$ cat src/rtl/pool_pkg.sv
`default_nettype none
// ---------------------------------------------------------------------------
// pool_pkg : shared types for the max-pool feeder          rev 1.0
// ---------------------------------------------------------------------------
package pool_pkg;

    localparam int NUM_CH      = 3;
    localparam int DATA_W_DFLT = 16;
    localparam int TAG_W_BITS  = 8;

    typedef enum logic [1:0] {
        ST_IDLE  = 2'd0,
        ST_ROW_A = 2'd1,
        ST_ROW_B = 2'd2,
        ST_FLUSH = 2'd3
    } feeder_state_t;

    typedef struct packed {
        logic                  row_b;
        logic [TAG_W_BITS-1:0] w;
    } pool_tag_t;

    // Index width that stays legal when only one entry exists.
    function automatic int clog2_min1(input int n);
        return (n > 1) ? $clog2(n) : 1;
    endfunction

endpackage
`default_nettype wire

$ cat src/rtl/pool_colbuf.sv
`default_nettype none
// ---------------------------------------------------------------------------
// pool_colbuf : first-row partial maxima, one write / one read   rev 1.0
// ---------------------------------------------------------------------------
module pool_colbuf
    import pool_pkg::*;
#(
    parameter int DEPTH  = 4,
    parameter int DATA_W = DATA_W_DFLT,
    parameter int ADDR_W = clog2_min1(DEPTH)
) (
    input  logic                          clk,
    input  logic                          n_reset,
    input  logic                          i_wr_en,
    input  logic [ADDR_W-1:0]             i_wr_addr,
    input  logic [NUM_CH:1][DATA_W-1:0]   i_wr_data,
    input  logic [ADDR_W-1:0]             i_rd_addr,
    output logic [NUM_CH:1][DATA_W-1:0]   o_rd_data
);

    logic [NUM_CH:1][DATA_W-1:0] r_mem [DEPTH];

    always_ff @(posedge clk or negedge n_reset) begin
        if (!n_reset) begin
            for (int i = 0; i < DEPTH; i++) r_mem[i] <= '0;
        end else if (i_wr_en && (int'(i_wr_addr) < DEPTH)) begin
            r_mem[i_wr_addr] <= i_wr_data;
        end
    end

    always_comb begin
        o_rd_data = '0;
        if (int'(i_rd_addr) < DEPTH) o_rd_data = r_mem[i_rd_addr];
    end

endmodule
`default_nettype wire

$ cat src/rtl/pool_feeder.sv
`default_nettype none
// ---------------------------------------------------------------------------
// pool_feeder : raster pixels -> 2x2/2 max-pool PE driver        rev 1.0
// Optional stall_cnt output: define POOL_FEEDER_STALL_CNT_EN
// ---------------------------------------------------------------------------
module pool_feeder
    import pool_pkg::*;
#(
    parameter int DATA_W = DATA_W_DFLT,
    parameter int IMG_W  = 8,
    parameter int IMG_H  = 8,
    parameter int PE_LAT = 1
) (
    input  logic                                clk,
    input  logic                                n_reset,
    input  logic                                frame_start,
    input  logic [NUM_CH:1]                     ch_en,
    input  logic                                in_valid,
    output logic                                in_ready,
    input  logic [NUM_CH:1][DATA_W-1:0]         in_data,
    output logic [NUM_CH:1][DATA_W-1:0]         input_feature,
    output logic [NUM_CH:1][DATA_W-1:0]         last_max,
    output logic [NUM_CH:1]                     enable_pool,
    output logic                                start,
    input  logic [NUM_CH:1][DATA_W-1:0]         pool_out,
    output logic                                res_valid,
    output logic [NUM_CH:1][DATA_W-1:0]         res_data,
    output logic [clog2_min1(IMG_W/2)-1:0]      res_col,
    output logic [clog2_min1(IMG_H/2)-1:0]      res_row,
    output logic                                frame_done
`ifdef POOL_FEEDER_STALL_CNT_EN
    ,
    output logic [31:0]                         stall_cnt
`endif
);

    localparam int COL_W  = clog2_min1(IMG_W/2);
    localparam int ROW_W  = clog2_min1(IMG_H/2);
    localparam int CNT_CW = clog2_min1(IMG_W);
    localparam int CNT_RW = clog2_min1(IMG_H);

    feeder_state_t            r_state;
    logic [CNT_CW-1:0]        r_col;
    logic [CNT_RW-1:0]        r_row;
    logic [ROW_W-1:0]         r_res_row;
    logic [PE_LAT-1:0]        r_dl_vld;
    pool_tag_t                r_dl_tag [PE_LAT];

    logic                     w_accept, w_odd, w_last_col, w_last_row;
    logic                     w_exit, w_bypass;
    logic [COL_W-1:0]         w_win, w_exit_win;
    pool_tag_t                w_exit_tag;
    logic [NUM_CH:1][DATA_W-1:0] w_cb_rd;

    assign in_ready   = (r_state == ST_ROW_A) || (r_state == ST_ROW_B);
    assign w_accept   = in_valid && in_ready;
    assign w_odd      = r_col[0];
    assign w_win      = COL_W'(r_col >> 1);
    assign w_last_col = (r_col == CNT_CW'(IMG_W-1));
    assign w_last_row = (r_row == CNT_RW'(IMG_H-1));
    assign w_exit     = r_dl_vld[PE_LAT-1];
    assign w_exit_tag = r_dl_tag[PE_LAT-1];
    assign w_exit_win = COL_W'(w_exit_tag.w);
    // A first-row result retiring in the same cycle its window is read back.
    assign w_bypass   = w_exit && !w_exit_tag.row_b && (w_exit_win == w_win);

    assign input_feature = w_accept ? in_data : '0;
    assign enable_pool   = w_accept ? ch_en : '0;
    assign start         = w_accept && (r_state == ST_ROW_A) && !w_odd;

    always_comb begin
        last_max = '0;
        if (w_accept) begin
            if (w_odd)                        last_max = pool_out;
            else if (r_state == ST_ROW_B)     last_max = w_bypass ? pool_out : w_cb_rd;
        end
    end

    assign res_valid  = w_exit && w_exit_tag.row_b;
    assign res_col    = res_valid ? w_exit_win : '0;
    assign res_row    = res_valid ? r_res_row : '0;
    assign frame_done = (r_state == ST_FLUSH) && (r_dl_vld == '0);

    always_comb begin
        res_data = '0;
        for (int i = 1; i <= NUM_CH; i++) begin
            if (res_valid && ch_en[i]) res_data[i] = pool_out[i];
        end
    end

    always_ff @(posedge clk or negedge n_reset) begin
        if (!n_reset) begin
            r_state <= ST_IDLE;
            r_col   <= '0;
            r_row   <= '0;
        end else begin
            case (r_state)
                ST_IDLE: if (frame_start) begin
                    r_state <= ST_ROW_A;
                    r_col   <= '0;
                    r_row   <= '0;
                end
                ST_ROW_A, ST_ROW_B: if (w_accept) begin
                    if (w_last_col) begin
                        r_col <= '0;
                        if (r_state == ST_ROW_A) begin
                            r_state <= ST_ROW_B;
                            r_row   <= r_row + CNT_RW'(1);
                        end else if (w_last_row) begin
                            r_state <= ST_FLUSH;
                            r_row   <= '0;
                        end else begin
                            r_state <= ST_ROW_A;
                            r_row   <= r_row + CNT_RW'(1);
                        end
                    end else begin
                        r_col <= r_col + CNT_CW'(1);
                    end
                end
                ST_FLUSH: if (r_dl_vld == '0) r_state <= ST_IDLE;
                default:  r_state <= ST_IDLE;
            endcase
        end
    end

    // Free-running tag pipe, aligned with the PE output latency.
    always_ff @(posedge clk or negedge n_reset) begin
        if (!n_reset) begin
            r_dl_vld <= '0;
            for (int i = 0; i < PE_LAT; i++) r_dl_tag[i] <= '0;
        end else begin
            r_dl_vld[0] <= w_accept && w_odd;
            r_dl_tag[0] <= '{row_b: (r_state == ST_ROW_B), w: TAG_W_BITS'(w_win)};
            for (int i = 1; i < PE_LAT; i++) begin
                r_dl_vld[i] <= r_dl_vld[i-1];
                r_dl_tag[i] <= r_dl_tag[i-1];
            end
        end
    end

    always_ff @(posedge clk or negedge n_reset) begin
        if (!n_reset) begin
            r_res_row <= '0;
        end else if ((r_state == ST_IDLE) && frame_start) begin
            r_res_row <= '0;
        end else if (res_valid && (w_exit_win == COL_W'(IMG_W/2-1))) begin
            r_res_row <= (r_res_row == ROW_W'(IMG_H/2-1)) ? '0 : r_res_row + ROW_W'(1);
        end
    end

`ifdef POOL_FEEDER_STALL_CNT_EN
    logic [31:0] r_stall_cnt;
    always_ff @(posedge clk or negedge n_reset) begin
        if (!n_reset) begin
            r_stall_cnt <= '0;
        end else if ((r_state == ST_IDLE) && frame_start) begin
            r_stall_cnt <= '0;
        end else if (in_ready && !in_valid && (r_stall_cnt != '1)) begin
            r_stall_cnt <= r_stall_cnt + 32'd1;
        end
    end
    assign stall_cnt = r_stall_cnt;
`endif

    pool_colbuf #(
        .DEPTH  (IMG_W/2),
        .DATA_W (DATA_W),
        .ADDR_W (COL_W)
    ) u_colbuf (
        .clk       (clk),
        .n_reset   (n_reset),
        .i_wr_en   (w_exit && !w_exit_tag.row_b),
        .i_wr_addr (w_exit_win),
        .i_wr_data (pool_out),
        .i_rd_addr (w_win),
        .o_rd_data (w_cb_rd)
    );

endmodule
`default_nettype wire

$ cat config.mk
export PLATFORM = sky130hd
export DESIGN_NAME = pool_feeder
export DESIGN_NICKNAME = d
export VERILOG_FILES = /design/src/rtl/pool_pkg.sv /design/src/rtl/pool_colbuf.sv /design/src/rtl/pool_feeder.sv
export SDC_FILE = /design/constraint.sdc
export NUM_CORES = 1
export LEC_CHECK = 0
export CAP_MARGIN = 20
export CORE_MARGIN = 1
export CORE_UTILIZATION = 25
export CTS_CLUSTER_DIAMETER = 60
export DETAILED_ROUTE_END_ITERATION = 16
export GPL_TIMING_DRIVEN = 0
export HOLD_SLACK_MARGIN = 0.08
export SYNTH_ARGS = -nofsm -noshare
export SYNTH_HDL_FRONTEND = slang
export SYNTH_HIERARCHICAL = 1
export SYNTH_SLANG_ARGS = --single-unit
$ cat constraint.sdc
create_clock -name clk -period 7.3 [get_ports clk]
set_clock_uncertainty 0.05 [all_clocks]
set_input_delay 1.825 -clock clk [delete_from_list [all_inputs] [get_ports clk]]
set_output_delay 1.825 -clock clk [all_outputs]
set_load 0.02 [all_outputs]
==> results of run 1 <==
[final timing paths]
path / endpoint / slack [ps] / cells past startpoint
worst max-delay path: last_max[35] / 880 / 7
worst min-delay path: u_colbuf/r_mem[62]$_DFFE_PN0P_ / 440 / 1
worst max register to register: u_colbuf/r_mem[144]$_DFFE_PN0P_ / 4700 / 8
worst min register to register: u_colbuf/r_mem[62]$_DFFE_PN0P_ / 440 / 1
max in group asynchronous: u_colbuf/r_mem[127]$_DFFE_PN0P_ / 4850 / 2
min in group asynchronous: u_colbuf/r_mem[154]$_DFFE_PN0P_ / 1260 / 1
[final cells by class]
cell class / instances / share of cell area [%]
plain buffers: 93 / 2.97
well taps: 600 / 4.81
repair buffers: 258 / 16.7
multi-input cells: 652 / 38.0
inverters: 5 / 0.120
clock inverters: 1 / 0.0321
clock buffers: 36 / 4.39
flip-flops and latches: 206 / 33.0
[sequential cells by signal, indices dropped and copies added (netlist names)]
name	flops
r_col	3
r_dl_tag	3
r_res_row	2
r_dl_vld	1
r_row	3
r_state	2
u_colbuf/r_mem	192
[layer usage]
metal,track usage [%],vias up
met4,2.79,0
met1,22.0,4716
met3,1.93,34
met2,26.7,253
li1,-,4189
met5,0,-
[kinds of logic after synthesis]
kind of cell / Yosys count
compound gates: 161
xor+xnor: 4
fa+ha+maj: 10
buf+inv: 98
flops: 206
mux: 245
simple gates: 232
[through the flow]
stage	setup TNS, ps	worst slack [ps]	std cells
4_1_cts	0	901	1851
5_1_grt	0	832	1851
6_report	0	883	1851
3_3_place_gp	-851010	-4150	1813
3_5_place_dp	0	911	1814
2_1_floorplan	0	2620	956
[worst max-delay path: stages]
cell and delay [ps]:
clkdlybuf4s50_1 560, and2_1 180, o21ai_0 280, clkbuf_1 350, buf_2 280, a31oi_1 320
clkdlybuf4s50_1 730
[where the power goes]
| part | internal, mW | switching, mW |
|---|---|---|
| clock | 0.634 | 0.434 |
| sequential | 1.71 | 0.297 |
| combinational | 1.56 | 1.63 |
[Yosys cell counts, drive strengths merged (10+ instances only)]
master / number / area [um^2]
dfrtp: 206 / 5150
and2: 50 / 313
ha: 10 / 125
mux2: 194 / 2180
and3: 62 / 388
a22oi: 50 / 375
nand4: 52 / 325
clkbuf: 36 / 135
mux4: 48 / 1080
nor2b: 51 / 319
a31oi: 48 / 300
buf: 57 / 328
o21ai: 53 / 265
==> flow_summary.json, run 1 <==
{
  "pin_count": 258,
  "clkTransAtPathRegs_ps": 60,
  "hp-start": "u_colbuf/r_mem[62]$_DFFE_PN0P_",
  "total_power_mw": 6.27,
  "hold_viol": 0,
  "synth_top_family_by_area": "multiplexers",
  "synth-simple-area-share_pct": 12.6,
  "hold-worst-slack_ps": 440,
  "ys_ff_latch": 206,
  "startpoint_type": "input pin",
  "numCtsBuffers": 22,
  "relSlewSlack_pct": 51.0,
  "std_cell_rows": 78,
  "period_share_pct": 87.9,
  "totalWireLength_um": 38500,
  "core_um2": 45500,
  "cts_tree": "yes",
  "powerDensity_nw_per_um2": 401,
  "yosys.area_share.xor_xnor_pct": 0.303,
  "dieArea_um2": 47100,
  "vias_per_cell": 4.97,
  "crit_path_end_kind": "output port",
  "async_flop_share_pct": 100,
  "p_leak_nw": 6.12,
  "drc_errors": 0,
  "mostFrequentLayoutCells": "clkdlybuf4s50_1 (256), dfrtp_1 (206), mux2_2 (188)",
  "ys_seq_area_share_pct": 44.6,
  "root_buffer": "clkbuf_16",
  "ir_worst_vdd_uv": 205,
  "diodes": 0,
  "wl_met1_um": 17600,
  "antenna_left": 0,
  "worst_pin_slew_ps": 727,
  "rsz0062_at_grt": "no",
  "post-dp-hpwl_um": 27900,
  "port_buffers": 257,
  "crit_fanout": 10,
  "ys.warnings.count": 6,
  "fin_crit_ps": 6420,
  "hold_class": "register to register",
  "synthMuxAreaShare_pct": 28.5,
  "grt_util_all_layers_pct": 15.9,
  "syn-cell-area_um2": 11600,
  "route.met2.wl_um": 18900,
  "cts.sinks": 206,
  "antenna_found_initial": 1,
  "syn_nets": 1069,
  "layout_commonest_cell": "clkdlybuf4s50_1",
  "synth_adder_area_share_pct": 1.08,
  "path_class": "input pin to output port",
  "vias": 9192,
  "dr_wl_met3_um": 1540,
  "first_global_vias": 9369,
  "avgSynthCellArea_um2": 12.1,
  "cp.arrival_ps": 4540,
  "wl_per_cell_um": 20.8,
  "nFillCells": 4564,
  "gr-total-overflow": 0,
  "topRoutingLayerUsed": "met4",
  "clockBufferDepth": 3,
  "multiInputGateArea_um2": 5920,
  "synth-main-ff-cell": "dfrtp_1",
  "htree_levels": 1,
  "grt_max_degree": 125,
  "clk_latency_ps": 500,
  "regArea_um2": 5150,
  "fin_util_pct": 34.3,
  "grt_pass1_wl_um": 58000,
  "cp.required_ps": 5430,
  "globalplace.congestion": 0.771,
  "critPathLaunch": "in_valid",
  "synth_compound_area_share_pct": 8.79,
  "nNetsFinal": 1351,
  "placed_area_um2": 14900,
  "status": "finished clean",
  "r2r-start": "r_dl_tag[8]$_DFF_PN0_",
  "area_delta_synth_final_pct": 35.0,
  "drtPass1Iterations": 5,
  "max_freq_mhz": 156,
  "drive_gt1_share_pct": 26.3,
  "setup_viol": 0,
  "synth_cell_types": 37,
  "stdcell_area_um2": 15600,
  "start_util_pct": 25.4,
  "hold_buffers": 0,
  "cap_viol_max_count": 0,
  "die_h_um": 217,
  "drt_first_iter_violations": 641,
  "cts_resized": 0,
  "synth_edf_count": 0,
  "slew_viol_final": 0,
  "die_w_um": 217,
  "cts_setup_buffers": 0,
  "synth_cells": 956
}
(Power assumes the default switching activity.)
==> run 2: changes to the inputs <==
--- a/config.mk
+++ b/config.mk
@@ -6,12 +6,15 @@
 export NUM_CORES = 1
 export LEC_CHECK = 0
 export CAP_MARGIN = 20
+export CELL_PAD_IN_SITES_DETAIL_PLACEMENT = 0
+export CELL_PAD_IN_SITES_GLOBAL_PLACEMENT = 2
 export CORE_MARGIN = 1
 export CORE_UTILIZATION = 25
 export CTS_CLUSTER_DIAMETER = 60
 export DETAILED_ROUTE_END_ITERATION = 16
 export GPL_TIMING_DRIVEN = 0
 export HOLD_SLACK_MARGIN = 0.08
+export PLACE_DENSITY_LB_ADDON = 0.1
 export SYNTH_ARGS = -nofsm -noshare
 export SYNTH_HDL_FRONTEND = slang
 export SYNTH_HIERARCHICAL = 1
==> flow_summary.json, run 2 (synthesized netlist as in run 1, its figures left out) <==
{
  "cp.required_ps": 5430,
  "pin_count": 258,
  "dieArea_um2": 47100,
  "hold_path_depth": 1,
  "hold-path-endpoint": "u_colbuf/r_mem[76]$_DFFE_PN0P_",
  "setup_viol": 0,
  "start_util_pct": 25.4,
  "hold_class": "register to register",
  "wl_per_cell_um": 22.3,
  "vias_per_cell": 4.99,
  "fin_crit_ps": 6540,
  "status": "finished clean",
  "totalWireLength_um": 41500,
  "drive_gt1_share_pct": 27.0,
  "grt_pass1_wl_um": 62800,
  "hold_buffers": 0,
  "root_buffer": "clkbuf_16",
  "reg2reg_depth": 8,
  "dpl.cell_count": 1815,
  "relSlewSlack_pct": 44.4,
  "p_leak_nw": 6.25,
  "r2r-start": "r_dl_tag[8]$_DFF_PN0_",
  "layout_setup_ws_ps": 757,
  "crit_path_end_kind": "output port",
  "setup_tns_ps": 0,
  "grt_util_all_layers_pct": 17.5,
  "htree_levels": 1,
  "hp-start": "u_colbuf/r_mem[76]$_DFFE_PN0P_",
  "drtPass1Iterations": 5,
  "dp_slack_ps": 762,
  "r2r-end": "u_colbuf/r_mem[29]$_DFFE_PN0P_",
  "cp.arrival_ps": 4670,
  "nNetsFinal": 1358,
  "antenna_found_initial": 1,
  "clockBufferDepth": 3,
  "hold_viol": 0,
  "path_class": "input pin to output port",
  "clkTransAtPathRegs_ps": 50,
  "regMostFlops": "u_colbuf/r_mem",
  "cts_resized": 0,
  "cap_viol_max_count": 0,
  "layout_commonest_cell": "clkdlybuf4s50_1",
  "r2r_slack_ps": 4600,
  "post-dp-hpwl_um": 29000,
  "port_buffers": 257,
  "grt_max_degree": 90,
  "vias": 9295,
  "first_global_vias": 9689,
  "fin_cells": 1863,
  "antenna_left": 0,
  "mostFrequentLayoutCells": "clkdlybuf4s50_1 (256), dfrtp_1 (206), mux2_2 (188)",
  "drc_errors": 0,
  "cts_setup_buffers": 0,
  "die_w_um": 217,
  "slew_viol_final": 0,
  "core_um2": 45500,
  "drt_first_iter_violations": 477,
  "cts_tree": "yes",
  "globalplace.congestion": 0.768,
  "die_h_um": 217,
  "rsz0062_at_grt": "no",
  "std_cell_rows": 78,
  "ir_worst_vdd_uv": 167,
  "numCtsBuffers": 28,
  "crit_fanout": 10,
  "area_delta_synth_final_pct": 37.3,
  "total_power_mw": 6.62,
  "cts.sinks": 206,
  "nFillCells": 4598,
  "largest_reg_flops": 192,
  "startpoint_type": "input pin",
  "gr-total-overflow": 0,
  "max_freq_mhz": 153,
  "worst_pin_slew_ps": 834,
  "period_share_pct": 89.6,
  "clk_latency_ps": 540,
  "powerDensity_nw_per_um2": 417
}
run 2: how the worst max path moves through the flow:
stage | cells after the start | from | end
floorplan | 5 | in_valid | last_max[27]
global placement | 1 | n_reset | u_colbuf/r_mem[124]$_DFFE_PN0P_
detailed placement | 7 | in_valid | last_max[36]
CTS | 7 | in_valid | last_max[36]
global route | 7 | in_valid | last_max[36]
finish | 7 | in_valid | last_max[36]
run 2: layout make-up:
type	count	area (um^2)	area share, %
multi-input combinational	652	5920	37.3
sequential	206	5150	32.5
timing repair buffer	259	2630	16.6
clock buffer	39	803	5.06
tap	600	751	4.73
buffer	93	463	2.92
clock inverter	8	119	0.749
inverter	5	18.8	0.118
antenna	1	2.50	0.0158
run 2: metal layers:
layer | vias up | track usage, % | share of wire (%)
li1 | 4219 | - | -
met1 | 4757 | 24.2 | 46
met2 | 275 | 28.6 | 47
met3 | 44 | 2.92 | 5.0
met4 | 0 | 3.69 | 1.7
met5 | - | 0 | 0
run 2: power breakdown:
part           internal, mW  switching, mW  total, mW
Sequential             1.71          0.293       2.00
Clock                 0.863          0.509       1.37
Combinational          1.56           1.69       3.25
run 2: per-stage QoR:
step           utilization, %  hold WS (ps)  cell area, um^2
6_report                 34.9           434            15900
5_1_grt                  34.9           453            15900
4_1_cts                  34.9           439            15900
3_5_place_dp             32.9           428            14900
3_3_place_gp             32.7           421            14900
2_1_floorplan               -           409            11600
run 2: worst max-delay path: stages:
cell	delay [ps]
clkdlybuf4s50_1	580
and2_1	180
o21ai_0	250
clkbuf_1	410
buf_2	320
a31oi_1	390
clkdlybuf4s50_1	700
